File: src/rtl/uart_rx.sv
// 16x-oversampling UART receiver (8N1 by default, LSB first) with a two-flop input
// synchronizer, a one-clock valid pulse per good frame and a framing-error pulse.
module uart_rx #(
  parameter int unsigned DATA_BITS    = 8,
  parameter int unsigned NO_OF_SAMPLE = 16
) (
  input  logic                 clk,
  input  logic                 rst_n,
  input  logic                 baud_en_rx,
  input  logic                 rx,
  output logic                 rx_active,
  output logic [DATA_BITS-1:0] rx_data,
  output logic                 rx_valid,
  output logic                 frame_err
);

  localparam int unsigned TW = $clog2(NO_OF_SAMPLE);
  localparam int unsigned BW = $clog2(DATA_BITS + 1);

  localparam logic [TW-1:0] TICK_MID  = TW'(NO_OF_SAMPLE / 2 - 1);
  localparam logic [TW-1:0] TICK_LAST = TW'(NO_OF_SAMPLE - 1);
  localparam logic [BW-1:0] BIT_LAST  = BW'(DATA_BITS - 1);

  typedef enum logic [2:0] {
    IDLE,
    START,
    DATA,
    STOP,
    BREAK
  } state_t;

  state_t               state_q, state_d;
  logic                 rx_meta, rx_s;
  logic [TW-1:0]        tick_q, tick_d;
  logic [BW-1:0]        bit_q, bit_d;
  logic [DATA_BITS-1:0] shift_q, shift_d;
  logic                 stop_sample;
  logic                 valid_d, ferr_d;

  // Line idles high, so the synchronizer resets to 1 to avoid a false start edge.
  always_ff @(posedge clk or negedge rst_n) begin
    if (!rst_n) begin
      rx_meta <= 1'b1;
      rx_s    <= 1'b1;
    end else begin
      rx_meta <= rx;
      rx_s    <= rx_meta;
    end
  end

  always_ff @(posedge clk or negedge rst_n) begin
    if (!rst_n) begin
      state_q   <= IDLE;
      tick_q    <= '0;
      bit_q     <= '0;
      shift_q   <= '0;
      rx_data   <= '0;
      rx_valid  <= 1'b0;
      frame_err <= 1'b0;
    end else begin
      state_q   <= state_d;
      tick_q    <= tick_d;
      bit_q     <= bit_d;
      shift_q   <= shift_d;
      rx_valid  <= valid_d;
      frame_err <= ferr_d;
      if (valid_d) begin
        rx_data <= shift_q;
      end
    end
  end

  always_comb begin
    state_d = state_q;
    tick_d  = tick_q;
    bit_d   = bit_q;
    shift_d = shift_q;
    unique case (state_q)
      IDLE: begin
        tick_d = '0;
        if (!rx_s) begin
          state_d = START;
        end
      end
      START: begin
        if (baud_en_rx) begin
          if (tick_q == TICK_MID) begin
            tick_d  = '0;
            bit_d   = '0;
            state_d = rx_s ? IDLE : DATA;
          end else begin
            tick_d = tick_q + 1'b1;
          end
        end
      end
      DATA: begin
        if (baud_en_rx) begin
          if (tick_q == TICK_LAST) begin
            tick_d  = '0;
            shift_d = {rx_s, shift_q[DATA_BITS-1:1]};
            bit_d   = bit_q + 1'b1;
            if (bit_q == BIT_LAST) begin
              state_d = STOP;
            end
          end else begin
            tick_d = tick_q + 1'b1;
          end
        end
      end
      STOP: begin
        if (baud_en_rx) begin
          if (tick_q == TICK_LAST) begin
            tick_d  = '0;
            state_d = rx_s ? IDLE : BREAK;
          end else begin
            tick_d = tick_q + 1'b1;
          end
        end
      end
      BREAK: begin
        // A held-low line must return high before another start edge counts.
        if (rx_s) begin
          state_d = IDLE;
        end
      end
      default: state_d = IDLE;
    endcase
  end

  always_comb begin
    rx_active   = (state_q == START) || (state_q == DATA) || (state_q == STOP);
    stop_sample = (state_q == STOP) && baud_en_rx && (tick_q == TICK_LAST);
    valid_d     = stop_sample && rx_s;
    ferr_d      = stop_sample && !rx_s;
  end

endmodule
File: config.mk
export PLATFORM = sky130hd
export DESIGN_NAME = uart_rx
export DESIGN_NICKNAME = d
export VERILOG_FILES = /design/src/rtl/uart_rx.sv
export SDC_FILE = /design/constraint.sdc
export NUM_CORES = 1
export LEC_CHECK = 0
export CAP_MARGIN = 20
export CORE_ASPECT_RATIO = 0.7
export CORE_MARGIN = 2
export CORE_UTILIZATION = 32
export DETAILED_ROUTE_END_ITERATION = 16
export HOLD_SLACK_MARGIN = 0.05
export MAX_ROUTING_LAYER = met4
export PLACE_DENSITY = 0.6
export SYNTH_ARGS = -nofsm -noshare
export SYNTH_HDL_FRONTEND = slang
export SYNTH_SLANG_ARGS = --single-unit
File: constraint.sdc
create_clock -name clk -period 5.4 [get_ports clk]
set_clock_uncertainty 0.2 [all_clocks]
set_input_delay 0.54 -clock clk [delete_from_list [all_inputs] [get_ports clk]]
set_output_delay 0.54 -clock clk [all_outputs]
set_load 0.03 [all_outputs]
Word level (Yosys, flattened, before mapping)
Cells that the tools add are included.

word-level totals
  latch bits = 0
  output and inout bits = 11
  memories = 0
  ROM bits = 0
  input bits = 4
  flip-flop bits (word level) = 31
  logic and storage cells = 65
  memory bits (writable) = 0

cells by class
  shift operators = 0
  add/subtract/negate cells = 2
  reductions and logical operators = 15
  order comparisons = 0
  div/mod/pow operators = 0
  multiplexer cells = 22
  eq/ne operators = 17
  bitwise logic cells = 0
  multiply operators = 0

operator list
  kind                                                   count
  two-way mux 4 bit                                      8
  two-way mux 3 bit                                      10
  inequality test 2 bit, second input constant           9
  case mux 3 bit (5 select lines)                        1
  case mux 4 bit (3 select lines)                        1
  AND reduction 9 bit                                    1
  adder 4 x 1 -> 4 bit, second input constant            2
  equality test 4 x 3 -> 1 bit, second input constant    2
  case mux 4 bit (2 select lines)                        1
  equality test 3 x 2 -> 1 bit, second input constant    2
  AND reduction 3 bit                                    2
  AND reduction 5 bit                                    1
  equality test 4 bit, second input constant             1
  logical AND 1 bit                                      4
  equality test 3 x 1 -> 1 bit, second input constant    1
  equality test 3 bit, second input constant             1
  logical NOT 3 bit                                      1
  nonzero test 3 bit                                     1
  logical OR 1 bit                                       2
  two-way mux 2 bit                                      1
  inequality test 2 x 1 -> 1 bit, second input constant  1
  nonzero test 2 bit                                     1
  OR reduction 2 bit                                     1
  logical NOT 1 bit                                      1

Longest topological paths before layout
Gate-level depths: netlist (run 1).

  depth after elaboration = 5
  mapped depth = 6
  depth with buffers taken out = 5

Least setup slack after synthesis (run 1)
OpenSTA, ideal clock, no wires.

  kind = reg2out
  start point = reg state_q[0]
  end point = out rx_active
  data required time = 4660 ps
  cell stages (with the launch flop) = 4
  data arrival time = 1158 ps
  path slack = 3502 ps
  cells stage by stage = dfrtp_1 -> clkbuf_1 -> nor2_1 -> nor2_1

between the ends
  cells in the longest elaborated chain, start to end = 3
  elaborated cells between the ends (all ways) = 5
  classes of those cells = eq/ne: 3; reduce/logical: 2

ends and longest elaborated chain
  item                                                                          RTL line  source
  start: declaration                                                            32        state_t state_q, state_d;
  start signal: assignment                                                      61        state_q <= state_d;
  equality test 3 x 1 -> 1 bit or equality test 3 x 2 -> 1 bit (tied branches)  131       rx_active = (state_q == START) || (state_q == DATA) || (state_q == STOP);
  logical OR 1 bit                                                              131
  logical OR 1 bit (*)                                                          131
  end: declaration                                                              11        output logic rx_active,

Every way passes the cells marked *; elsewhere a longest branch is shown, timed or not.

Final worst setup path (run 1)
Same ends and word-level chain as after synthesis.

==> results of run 1 <==
## path summary, 6_finish.rpt
kind,from,to,slack [ps],cells after the start
setup / recovery,state_q[0],rx_active,2850,3
hold / removal,rx_meta,rx_s,170,0
setup reg to reg,tick_q[0],shift_q[5],3440,4
hold reg to reg,rx_meta,rx_s,170,0
max in group asynchronous,rst_n,rx_s,4240,2
min in group asynchronous,rst_n,bit_q[3],440,2
## logic make-up (layout without fill, tap and decap cells)
kind of cell / count (synthesis) / after routing / synth area share [%]
multiplexers: 15 / 15 / 13.4
buffers and inverters: 7 / 25 / 3.03
flip-flops: 31 / 31 / 55.4
AND/OR/NAND/NOR: 38 / 38 / 15.6
XOR/XNOR: 1 / 1 / 0.623
adder cells (fa/ha/maj): 2 / 2 / 1.78
AO/OA/AOI/OAI: 22 / 22 / 10.2
## flip-flops by register name (all words and copies together) (netlist names)
signal,cells
tick_q,4
rx_data,8
rx_valid,1
shift_q,8
state_q,3
rx_s,1
bit_q,4
frame_err,1
rx_meta,1
## per-layer routing
metal,GRT usage (%),wire [um],vias to the layer above
met5,-,0,-
met1,14.2,1160,447
li1,-,-,449
met2,17.6,1100,16
met4,7.03,65,0
met3,4.74,108,8
## where the power goes
part,switching [mW],internal (mW),leakage [nW]
Clock,0.0795,0.0997,0.0470
Combinational,0.0686,0.0698,0.309
Sequential,0.0532,0.271,0.401
Total,0.201,0.440,0.757
## cells in the final DEF, fill, tap and decap left out, types with 2 or more instances in the layout
cell type and n:
mux2_4 5, nor2b_1 2, nand3_1 3, dfrtp_1 29
mux2_2 10, dfstp_2 2, o21ai_0 6, o21ai_1 3
nor2_1 9, nand4b_1 2, nand3b_1 2, a21oi_1 3
a211oi_1 2, nand2_1 10, clkbuf_8 6, ha_1 2
nor3_1 2, clkdlybuf4s50_1 14, inv_1 3
## area by class of cell
cell class	count	area, um^2
multi-input cells	78	584
inverters	3	11.3
well taps	55	68.8
clock buffers	6	82.6
fillers	416	2600
flip-flops and latches	31	778
clock inverters	1	5.00
repair buffers	15	148
## per-stage QoR
stage          cell area, um^2  setup slack [ps]
5_1_grt                   1680              2730
4_1_cts                   1680              2830
3_5_place_dp              1590              3030
3_3_place_gp              1590              3060
6_report                  1680              2850
2_1_floorplan             1410              3500
==> results.cfg, run 1 <==
[sta]
final.setup.tns_ps = 0
hold_viol = 0
report.final.slew_viol_count = 0
whs_ps = 166
fin_crit_sh_pct = 47.2
rsz0062_at_grt = no
clock.fmax_ghz = 0.393
tightest_slew_ps = 381
setup_viol = 0
slew_headroom_pct = 74.6
period_needed_ps = 2550

[final_layout]
fin_util_pct = 39.2
finalNetCount = 140
diodes = 0
fin_cells = 189
area.growth.synth_to_final_pct = 19.4
final_layout_size_suffix_gt1_share_pct = 23.1

[synth]
synth_edf_count = 0
yosys-top-cells-count = dfrtp_1, mux2_2, nand2_1, nor2_1, o21ai_0
synth_cells = 116
yosysMostFrequentCell = dfrtp_1
synth_area_per_cell_um2 = 12.1
synth_top_area_cell = dfrtp_1
ys_seq_area_share_pct = 55.4
synth.top_cell.area_share_pct = 51.6
synth-async-reset-ratio_pct = 100
yosys_warnings = 0
ys_seq_elements = 31
synthTopCellsByArea = dfrtp_1, mux2_2, mux2_4
synth.distinct_cells = 37
syn_area_um2 = 1410
syn_nets = 122
dominantRegCellSynth = dfrtp_1

[global_routing]
antenna_found_initial = 0
track_usage_pct = 12.0
overflow = 0
grt_max_degree = 32
grt_pass1_wl_um = 4350
grt_pass1_vias = 934

[critical_path]
cp_max_fo = 12
cp_top_family = buffers and inverters
crit_path_max_incr_delay_ps = 670
worst-setup-path-type = flip-flop to output pin
crit_top_cell = nor2_1
critPathLaunchType = flip-flop
worst_ep_required_time_ps = 4660
cp.arrival_ps = 1810
critPathCaptureType = output pin
cp_slowest_cell = clkdlybuf4s50_1
path_cells = nor2_1 > nor2_1 > clkdlybuf4s50_1
crit_buf_inv = 1

[clocking]
htreeDepth = 2
holdBufCountCts = 0
postCtsSetupRepairBufs = 0
numCtsBuffers = 5
ctsResizeCount = 0
insertion_delay_ps = 280
root_buffer = clkbuf_8
clk_path_buf_depth = 2
clkTransAtPathRegs_ps = 60
cts_sinks = 31
cts_tree = built

[floorplanning]
die_area_um2 = 4950
die_w_um = 83.2
io_pins = 15
initial_core_util_pct = 32.8
die_y_um = 59.4
fp.coreArea_um2 = 4280
rows = 20

[drt]
routed_wl_um = 2440
via_per_inst = 4.87
vias = 920
routedWlPerCell_um = 12.9
drt-initial-drc-count = 55
drtAntennaViolNets = 0
dr.pass1.iters = 4
drc_errors = 0

[hold_path]
hold_class = flip-flop to flip-flop

[run]
drv_cap = 0

[pwr]
total_leakage_power_nw = 0.757
finalPower_mw = 0.641
p_per_area_nw_per_um2 = 382
peakVddDrop_uv = 144

[run_status]
status = complete, no violations

[placed_design]
dpl.cell_count = 182
routabilityCongestion = 0.858
portBuffers = 14
Power figures use the tool's default switching activity.
==> run 2: changes to the inputs <==
PLACE_DENSITY = 0.62   (was 0.6)
clock period = 2.12 ns   (was 5.4 ns; I/O delays follow)
==> run 2 against run 1 <==
  * Sequential cell count unchanged
  * Critical path depth increased by 1
  * Wire length rose by 11%
  * Clock power increased to 2.6 times the previous value
  * Cell count is 2.6% higher
  * Setup slack worse by 2700 ps
==> results.cfg, run 2 (synthesis gave the netlist of run 1 again) <==
[drt]
vias = 962
drc_errors = 0
via_per_inst = 4.96
dr.pass1.iters = 4
drtAntennaViolNets = 0
drt-initial-drc-count = 81
routedWlPerCell_um = 13.9
routed_wl_um = 2700

[final_layout]
stdcell_area_um2 = 1720
top_regs = rx_data x8, shift_q x8
area.growth.synth_to_final_pct = 22.1
diodes = 0
fin_cells = 194
finalNetCount = 144
final_layout_size_suffix_gt1_share_pct = 25.9
fillers = 398
layout.cells.most_common = dfrtp_1
layout_common_cells = dfrtp_1, clkdlybuf4s50_1, nand2_1, mux2_2, nor2_1
fin_util_pct = 40.1

[pwr]
intPower_mw = 1.15
clockPowerShare_pct = 27.9
p_seq_share_pct = 47.9
p_sw_mw = 0.538
p_per_area_nw_per_um2 = 985
switching_share_pct = 31.8
total_leakage_power_nw = 0.776
finalPower_mw = 1.69
pwr-share-comb_pct = 24.3
peakVddDrop_uv = 537

[sta]
fin_crit_sh_pct = 91.7
report.final.slew_viol_count = 0
slew_headroom_pct = 73.7
rsz0062_at_grt = no
whs_ps = 129
setup_viol = 0
period_needed_ps = 1940
fin_ws_ps = 176
tightest_slew_ps = 395
hold_viol = 0
final.setup.tns_ps = 0
clock.fmax_ghz = 0.514

[placed_design]
place_area_um2 = 1620
dpl.cell_count = 186
portBuffers = 14
routabilityCongestion = 0.842
dpl_worst_slack_ps = 182
hpwl_um = 1900

[critical_path]
critPathCaptureType = flip-flop
r2r_cells = 4
worst_ep_required_time_ps = 2080
cp_max_fo = 12
worst-setup-path-type = flip-flop to flip-flop
r2r_slack_ps = 180
reg2reg_from = tick_q[0]
critPathLaunchType = flip-flop
cp.arrival_ps = 1900
r2r-end = shift_q[5]

[global_routing]
grt_pass1_vias = 985
grt_max_degree = 32
antenna_found_initial = 0
grt_pass1_wl_um = 4620
track_usage_pct = 12.4
overflow = 0

[floorplanning]
die_y_um = 59.4
fp.coreArea_um2 = 4280
die_area_um2 = 4950
die_w_um = 83.2
initial_core_util_pct = 32.8
io_pins = 15
rows = 20

[clocking]
root_buffer = clkbuf_8
cts_tree = built
numCtsBuffers = 5
postCtsSetupRepairBufs = 0
htreeDepth = 2
clkTransAtPathRegs_ps = 60
cts_sinks = 31
holdBufCountCts = 0
clk_path_buf_depth = 2
insertion_delay_ps = 270
ctsResizeCount = 0

[run]
drv_cap = 0

[run_status]
status = complete, no violations

[hold_path]
hold_class = input pin to async pin
==> run 2: worst max-delay path by stage <==
stage	depth (start not counted)	slack, ps	startpoint	end
4_1_cts	3	10	state_q[1]	rx_active
6_report	4	180	tick_q[0]	shift_q[5]
2_1_floorplan	5	260	tick_q[0]	shift_q[2]
3_3_place_gp	5	210	baud_en_rx	rx_data[4]
3_5_place_dp	4	180	tick_q[0]	shift_q[6]
5_1_grt	5	90	tick_q[0]	rx_data[0]
==> run 2: power groups by stage <==
stage	clock (mW)	combinational, mW	sequential (mW)
5_1_grt	0.514	0.461	0.826
3_3_place_gp	0	0.377	0.806
3_5_place_dp	0	0.410	0.813
6_report	0.471	0.410	0.808
4_1_cts	0.487	0.409	0.804
2_1_floorplan	0	0.326	0.773
==> run 2: critical path, cell delays in order, from the launching register on <==
cell	delay (ps)
dfrtp_1	400
ha_1	250
nand4_2	160
or3_4	500
mux2_4	320
==> run 2: area by class of cell <==
type                    instances  area [um^2]  share of cell area [%]
flip-flops and latches         31          779                    45.4
multi-input cells              78          584                    34.1
repair buffers                 19          180                    10.5
clock buffers                   7         86.3                    5.03
well taps                      55         68.8                    4.01
inverters                       3         11.3                   0.656
clock inverters                 1         5.00                   0.292
==> run 2: routing by layer <==
metal	GRT usage, %	vias to the layer above	wire length (um)
met5	-	-	0
met4	3.51	0	23
met3	4.18	5	102
met2	19.0	19	1250
met1	15.8	481	1320
li1	-	457	-
==> RTL change 1, RTL diff (settings of run 2) <==
Re-encode `state_t` (5 states) as Gray code, 3 bits wide.
--- a/src/rtl/uart_rx.sv
+++ b/src/rtl/uart_rx.sv
@@ -24,7 +24,7 @@
   typedef enum logic [2:0] {
-    IDLE,
-    START,
-    DATA,
-    STOP,
-    BREAK
+    IDLE  = 3'b000,
+    START = 3'b001,
+    DATA  = 3'b011,
+    STOP  = 3'b010,
+    BREAK = 3'b110
   } state_t;
Behaviour: same outputs for any inputs over 10 cycles, from zero or initial values and one cycle with rst_n low; not proved beyond that.
==> RTL change 1 against run 2 <==
The run now ends with negative setup slack left. Area after synthesis up 1.3%. Clock power increased by 27%. Design area up 10%. Total power rose by 3.3%. Sequential power decreased by 12%. Sequential cell count unchanged. Wire length rose by 6.1%. Setup slack lost 0.21 ns. Die area grew 1.3%.
==> RTL change 1: results (changes against run 2) <==
commonest cells in the netlist 29 x dfrtp_1, 11 x o21ai_0, 8 x mux2_2, 8 x mux2_4, 6 x nand3_1 (was 29 x dfrtp_1, 10 x mux2_2, 10 x nand2_1); final std cells w/o fill 203 (was 194); Post-CTS Setup Bufs 2 (was 0); delay-heaviest family, CP simple AND/OR/NAND/NOR gates (unchanged); Iteration-0 DRC Markers 65 (was 81); Worst EP arrival 2.12 ns (was 1.90 ns); Num CTS Buffers 5 (unchanged); Max rail drop VDD 0.000380 V (was 0.000537 V); placed inst area 0.00170 mm2 (was 0.00162 mm2); slowest cell on the critical path or4_4 (was or3_4); fin nets 153 (was 144); Final GP Congestion 0.839 (was 0.842); reg2reg start tick_q[0]$_DFFE_PN0P_ (unchanged); post-DP HPWL 1930 um (was 1900 um); failing checks negative setup slack; CTS Buffer Depth 2 (unchanged); R2R cell count 6 (was 4); ranking of synthesized cells by area dfrtp_1 51%, mux2_4 8.4%, mux2_2 6.3%, o21ai_0 3.9%, dfstp_2 3.7% (was dfrtp_1 52%, mux2_2 8.0%, mux2_4 5.3%, dfstp_2 3.7%, nand2_1 2.7%); Largest regs rx_data: 8 flops, shift_q: 8 flops (unchanged); GRT Util Overall 12.9% (was 12.4%); Slew @ Worst Pin 0.382 ns (was 0.395 ns); status finished, violations left (was complete, no violations); Synth cell types 40 (was 37); Final WS setup -0.0343 ns (was 0.176 ns); Static Leakage 0.865 nW (was 0.776 nW); P_sw 0.000502 W (was 0.000538 W); Cells after Synth 117 (was 116); sequential cell area fraction in the yosys report 54.7% (was 55.4%); root buf cell clkbuf_8 (unchanged); kind of critical path flop to flop (unchanged); vias in the first global route 1025 (was 985); layout cells sized above 1 31.8% (was 25.9%); Final setup violation count 7 (was 0); vias per cell 4.90 (was 4.96); FFs w/ async S/R, synth 100% (unchanged); final wirelength 2860 um (was 2700 um); placed insts 192 (was 186); n_diodes 0 (unchanged); first-pass GRT wire length 4850 um (was 4620 um); synth warn 0 (unchanged); CP Max Fanout 5 (was 12); Comb power 0.000435 W (was 0.000410 W); R2R Path End rx_data[7]$_DFFE_PN0P_ (was shift_q[5]$_DFFE_PN0P_); post-cts sizing count 13 (was 0); register share of total power 40.8% (was 47.9%); antenna violations before repair 0 (unchanged)
## RTL change 1: routing by layer
metal / global-route usage, % / vias up / wire length (um)
met3: 3.87 / 2 / 124
met2: 19.9 / 20 / 1400
met5: - / - / 0
li1: - / 478 / -
met1: 15.5 / 494 / 1300
met4: 7.14 / 0 / 40
## RTL change 1: kinds of logic after synthesis
logic type,after synthesis,synth area share (%)
buffers and inverters,12,4.57
AND/OR/NAND/NOR,30,12.1
adder cells (fa/ha/maj),2,1.76
AO/OA/AOI/OAI,25,11.5
XOR/XNOR,1,0.615
multiplexers,16,14.8
flip-flops,31,54.7
## RTL change 1: how the worst min path moves through the flow
stage | startpoint | endpoint | slack (ns) | depth (start not counted)
3_5_place_dp | rx_meta$_DFF_PN1_ | rx_s$_DFF_PN1_ | 0.15 | 0
4_1_cts | rst_n | shift_q[7]$_DFFE_PN0P_ | 0.14 | 2
6_report | rst_n | shift_q[7]$_DFFE_PN0P_ | 0.12 | 2
2_1_floorplan | rst_n | bit_q[0]$_DFFE_PN0P_ | -0.28 | 0
5_1_grt | rx | rx_meta$_DFF_PN1_ | 0.14 | 1
3_3_place_gp | rx_meta$_DFF_PN1_ | rx_s$_DFF_PN1_ | 0.15 | 0
## RTL change 1: cell type report
class	count	area, um2
Clock buffer	6	82.6
Clock inverter	2	35.0
Fill cell	393	2420
Inverter	5	18.8
Multi-Input combinational cell	74	637
Sequential cell	31	778
Tap cell	55	68.8
Timing Repair Buffer	30	267
## RTL change 1: through the flow
step | setup WS, ns | setup TNS [ns] | power [W]
after floorplan | 0.0205 | 0 | 0.000960
after global placement | -0.271 | -4.71 | 0.00111
after detailed placement | -0.307 | -5.25 | 0.00113
after CTS | -0.0426 | -0.217 | 0.00176
after global routing | -0.0883 | -0.590 | 0.00185
final | -0.0343 | -0.150 | 0.00174
==> RTL change 2, RTL diff (config.mk and constraints of run 2) <==
Without the edit above. The parameter `NO_OF_SAMPLE` goes from 16 to 8.
--- a/src/rtl/uart_rx.sv
+++ b/src/rtl/uart_rx.sv
@@ -4,3 +4,3 @@
   parameter int unsigned DATA_BITS    = 8,
-  parameter int unsigned NO_OF_SAMPLE = 16
+  parameter int unsigned NO_OF_SAMPLE = 8
 ) (
Check against the original RTL: not equivalent (Yosys sat finds a counterexample within 10 cycles, from zero or initial values and one cycle with rst_n low).
==> RTL change 2 against run 2 <==
Wire length shrank 7.7%. Total power fell by 9.0%. Count of clock-buffer cells in the layout is 1 lower. Sequential cell count fell by 1. Design area is 0.80% lower. Global-route usage rose by 0.37 points. Combinational power fell by 16%. Area after synthesis decreased by 2.8%. Synthesized cell count shrank 4.3%. Setup slack worse by 0.039 ns. Largest cell class unchanged. Fmax decreased by 2.0%. Cell count decreased by 4.1%. Die area fell by 2.7%.
==> RTL change 2: results (changes against run 2) <==
status complete, no violations (unchanged); min Tclk post-route 1.98 ns (was 1.94 ns); Final GP Congestion 0.766 (was 0.842); Metal-1 WL 1260 um (was 1320 um); fin nets 142 (was 144); Synth Net Count 120 (was 122); Synth cell types 31 (was 37); post-cts sizing count 3 (was 0); Critical Path Start state_q[2]$_DFFE_PN0P_ (was tick_q[0]$_DFFE_PN0P_); register area 756 um2 (was 779 um2); Die X 82.1 um (was 83.2 um); layout cells sized above 1 30.6% (was 25.9%); placed insts 178 (was 186); sequential cell area fraction in the yosys report 55.2% (was 55.4%); Cells after Synth 111 (was 116); met3 wire len 119 um (was 102 um); fillcell total 397 (was 398); Static Leakage 0.814 nW (was 0.776 nW); Worst EP arrival 1.95 ns (was 1.90 ns); ranking of synthesized cells by area dfrtp_1 51%, mux2_2 16%, ha_1 4.6%, dfstp_2 3.8%, nor2_1 2.5% (was dfrtp_1 52%, mux2_2 8.0%, mux2_4 5.3%, dfstp_2 3.7%, nand2_1 2.7%); inverters 4 (was 3); dpl ws 0.00784 ns (was 0.182 ns); fin area 0.00170 mm2 (was 0.00172 mm2); Seq cells 30 (was 31); Largest regs rx_data: 8 flops, shift_q: 8 flops, bit_q: 4 flops (was rx_data: 8 flops, shift_q: 8 flops); CP Max Fanout 10 (was 12); post-DP HPWL 1850 um (was 1900 um); Max rail drop VDD 0.000415 V (was 0.000537 V); final std cells w/o fill 186 (was 194); P_sw 0.000468 W (was 0.000538 W); average wire per standard cell 13.4 um (was 13.9 um); slowest cell on the critical path dfrtp_1 (was or3_4); Slew @ Worst Pin 0.396 ns (was 0.395 ns); largest net degree at the start of global routing 31 (was 32); placed inst area 0.00160 mm2 (was 0.00162 mm2); hold_ws 0.117 ns (was 0.129 ns); clock network area share 5.59% (was 5.32%); Non-CTS buffers 20 (was 19); Iteration-0 DRC Markers 25 (was 81); Non-clock buffers, area share 11.8% (was 10.5%); vias in the first global route 948 (was 985); Setup crit end state_q[0]$_DFFE_PN0P_ (was shift_q[5]$_DFFE_PN0P_); met3 GRT Util 5.52% (was 4.18%); routed wire length on met2 1100 um (was 1250 um); # clk buffers 6 (was 7); multi-input combinational area share 33.5% (was 34.1%)
RTL change 2: cell count changes in the layout (fill, tap and decap cells not counted), sizes merged, moves of 3 or more:
cell	before	now
nor3b	0	3
ha	2	5
nand2	10	5
o21ai	9	4
mux2	15	19
RTL change 2: kinds of logic (layout without fill, tap and decap cells):
kind of cell	after synthesis	in the layout	share of synthesized area [%]
xor+xnor	1	1	0.642
simple gates	35	35	14.7
buf+inv	9	32	3.39
fa+ha+maj	5	5	4.58
compound gates	12	12	5.87
mux	19	19	15.7
flops	30	30	55.2
RTL change 2: power by group through the flow:
stage / Sequential, W / Clock [W] / Combinational [W]
floorplan: 0.000676 / 0 / 0.000306
global placement: 0.000716 / 0 / 0.000334
detailed placement: 0.000723 / 0 / 0.000350
CTS: 0.000720 / 0.000489 / 0.000353
global route: 0.000733 / 0.000517 / 0.000384
finish: 0.000720 / 0.000471 / 0.000345
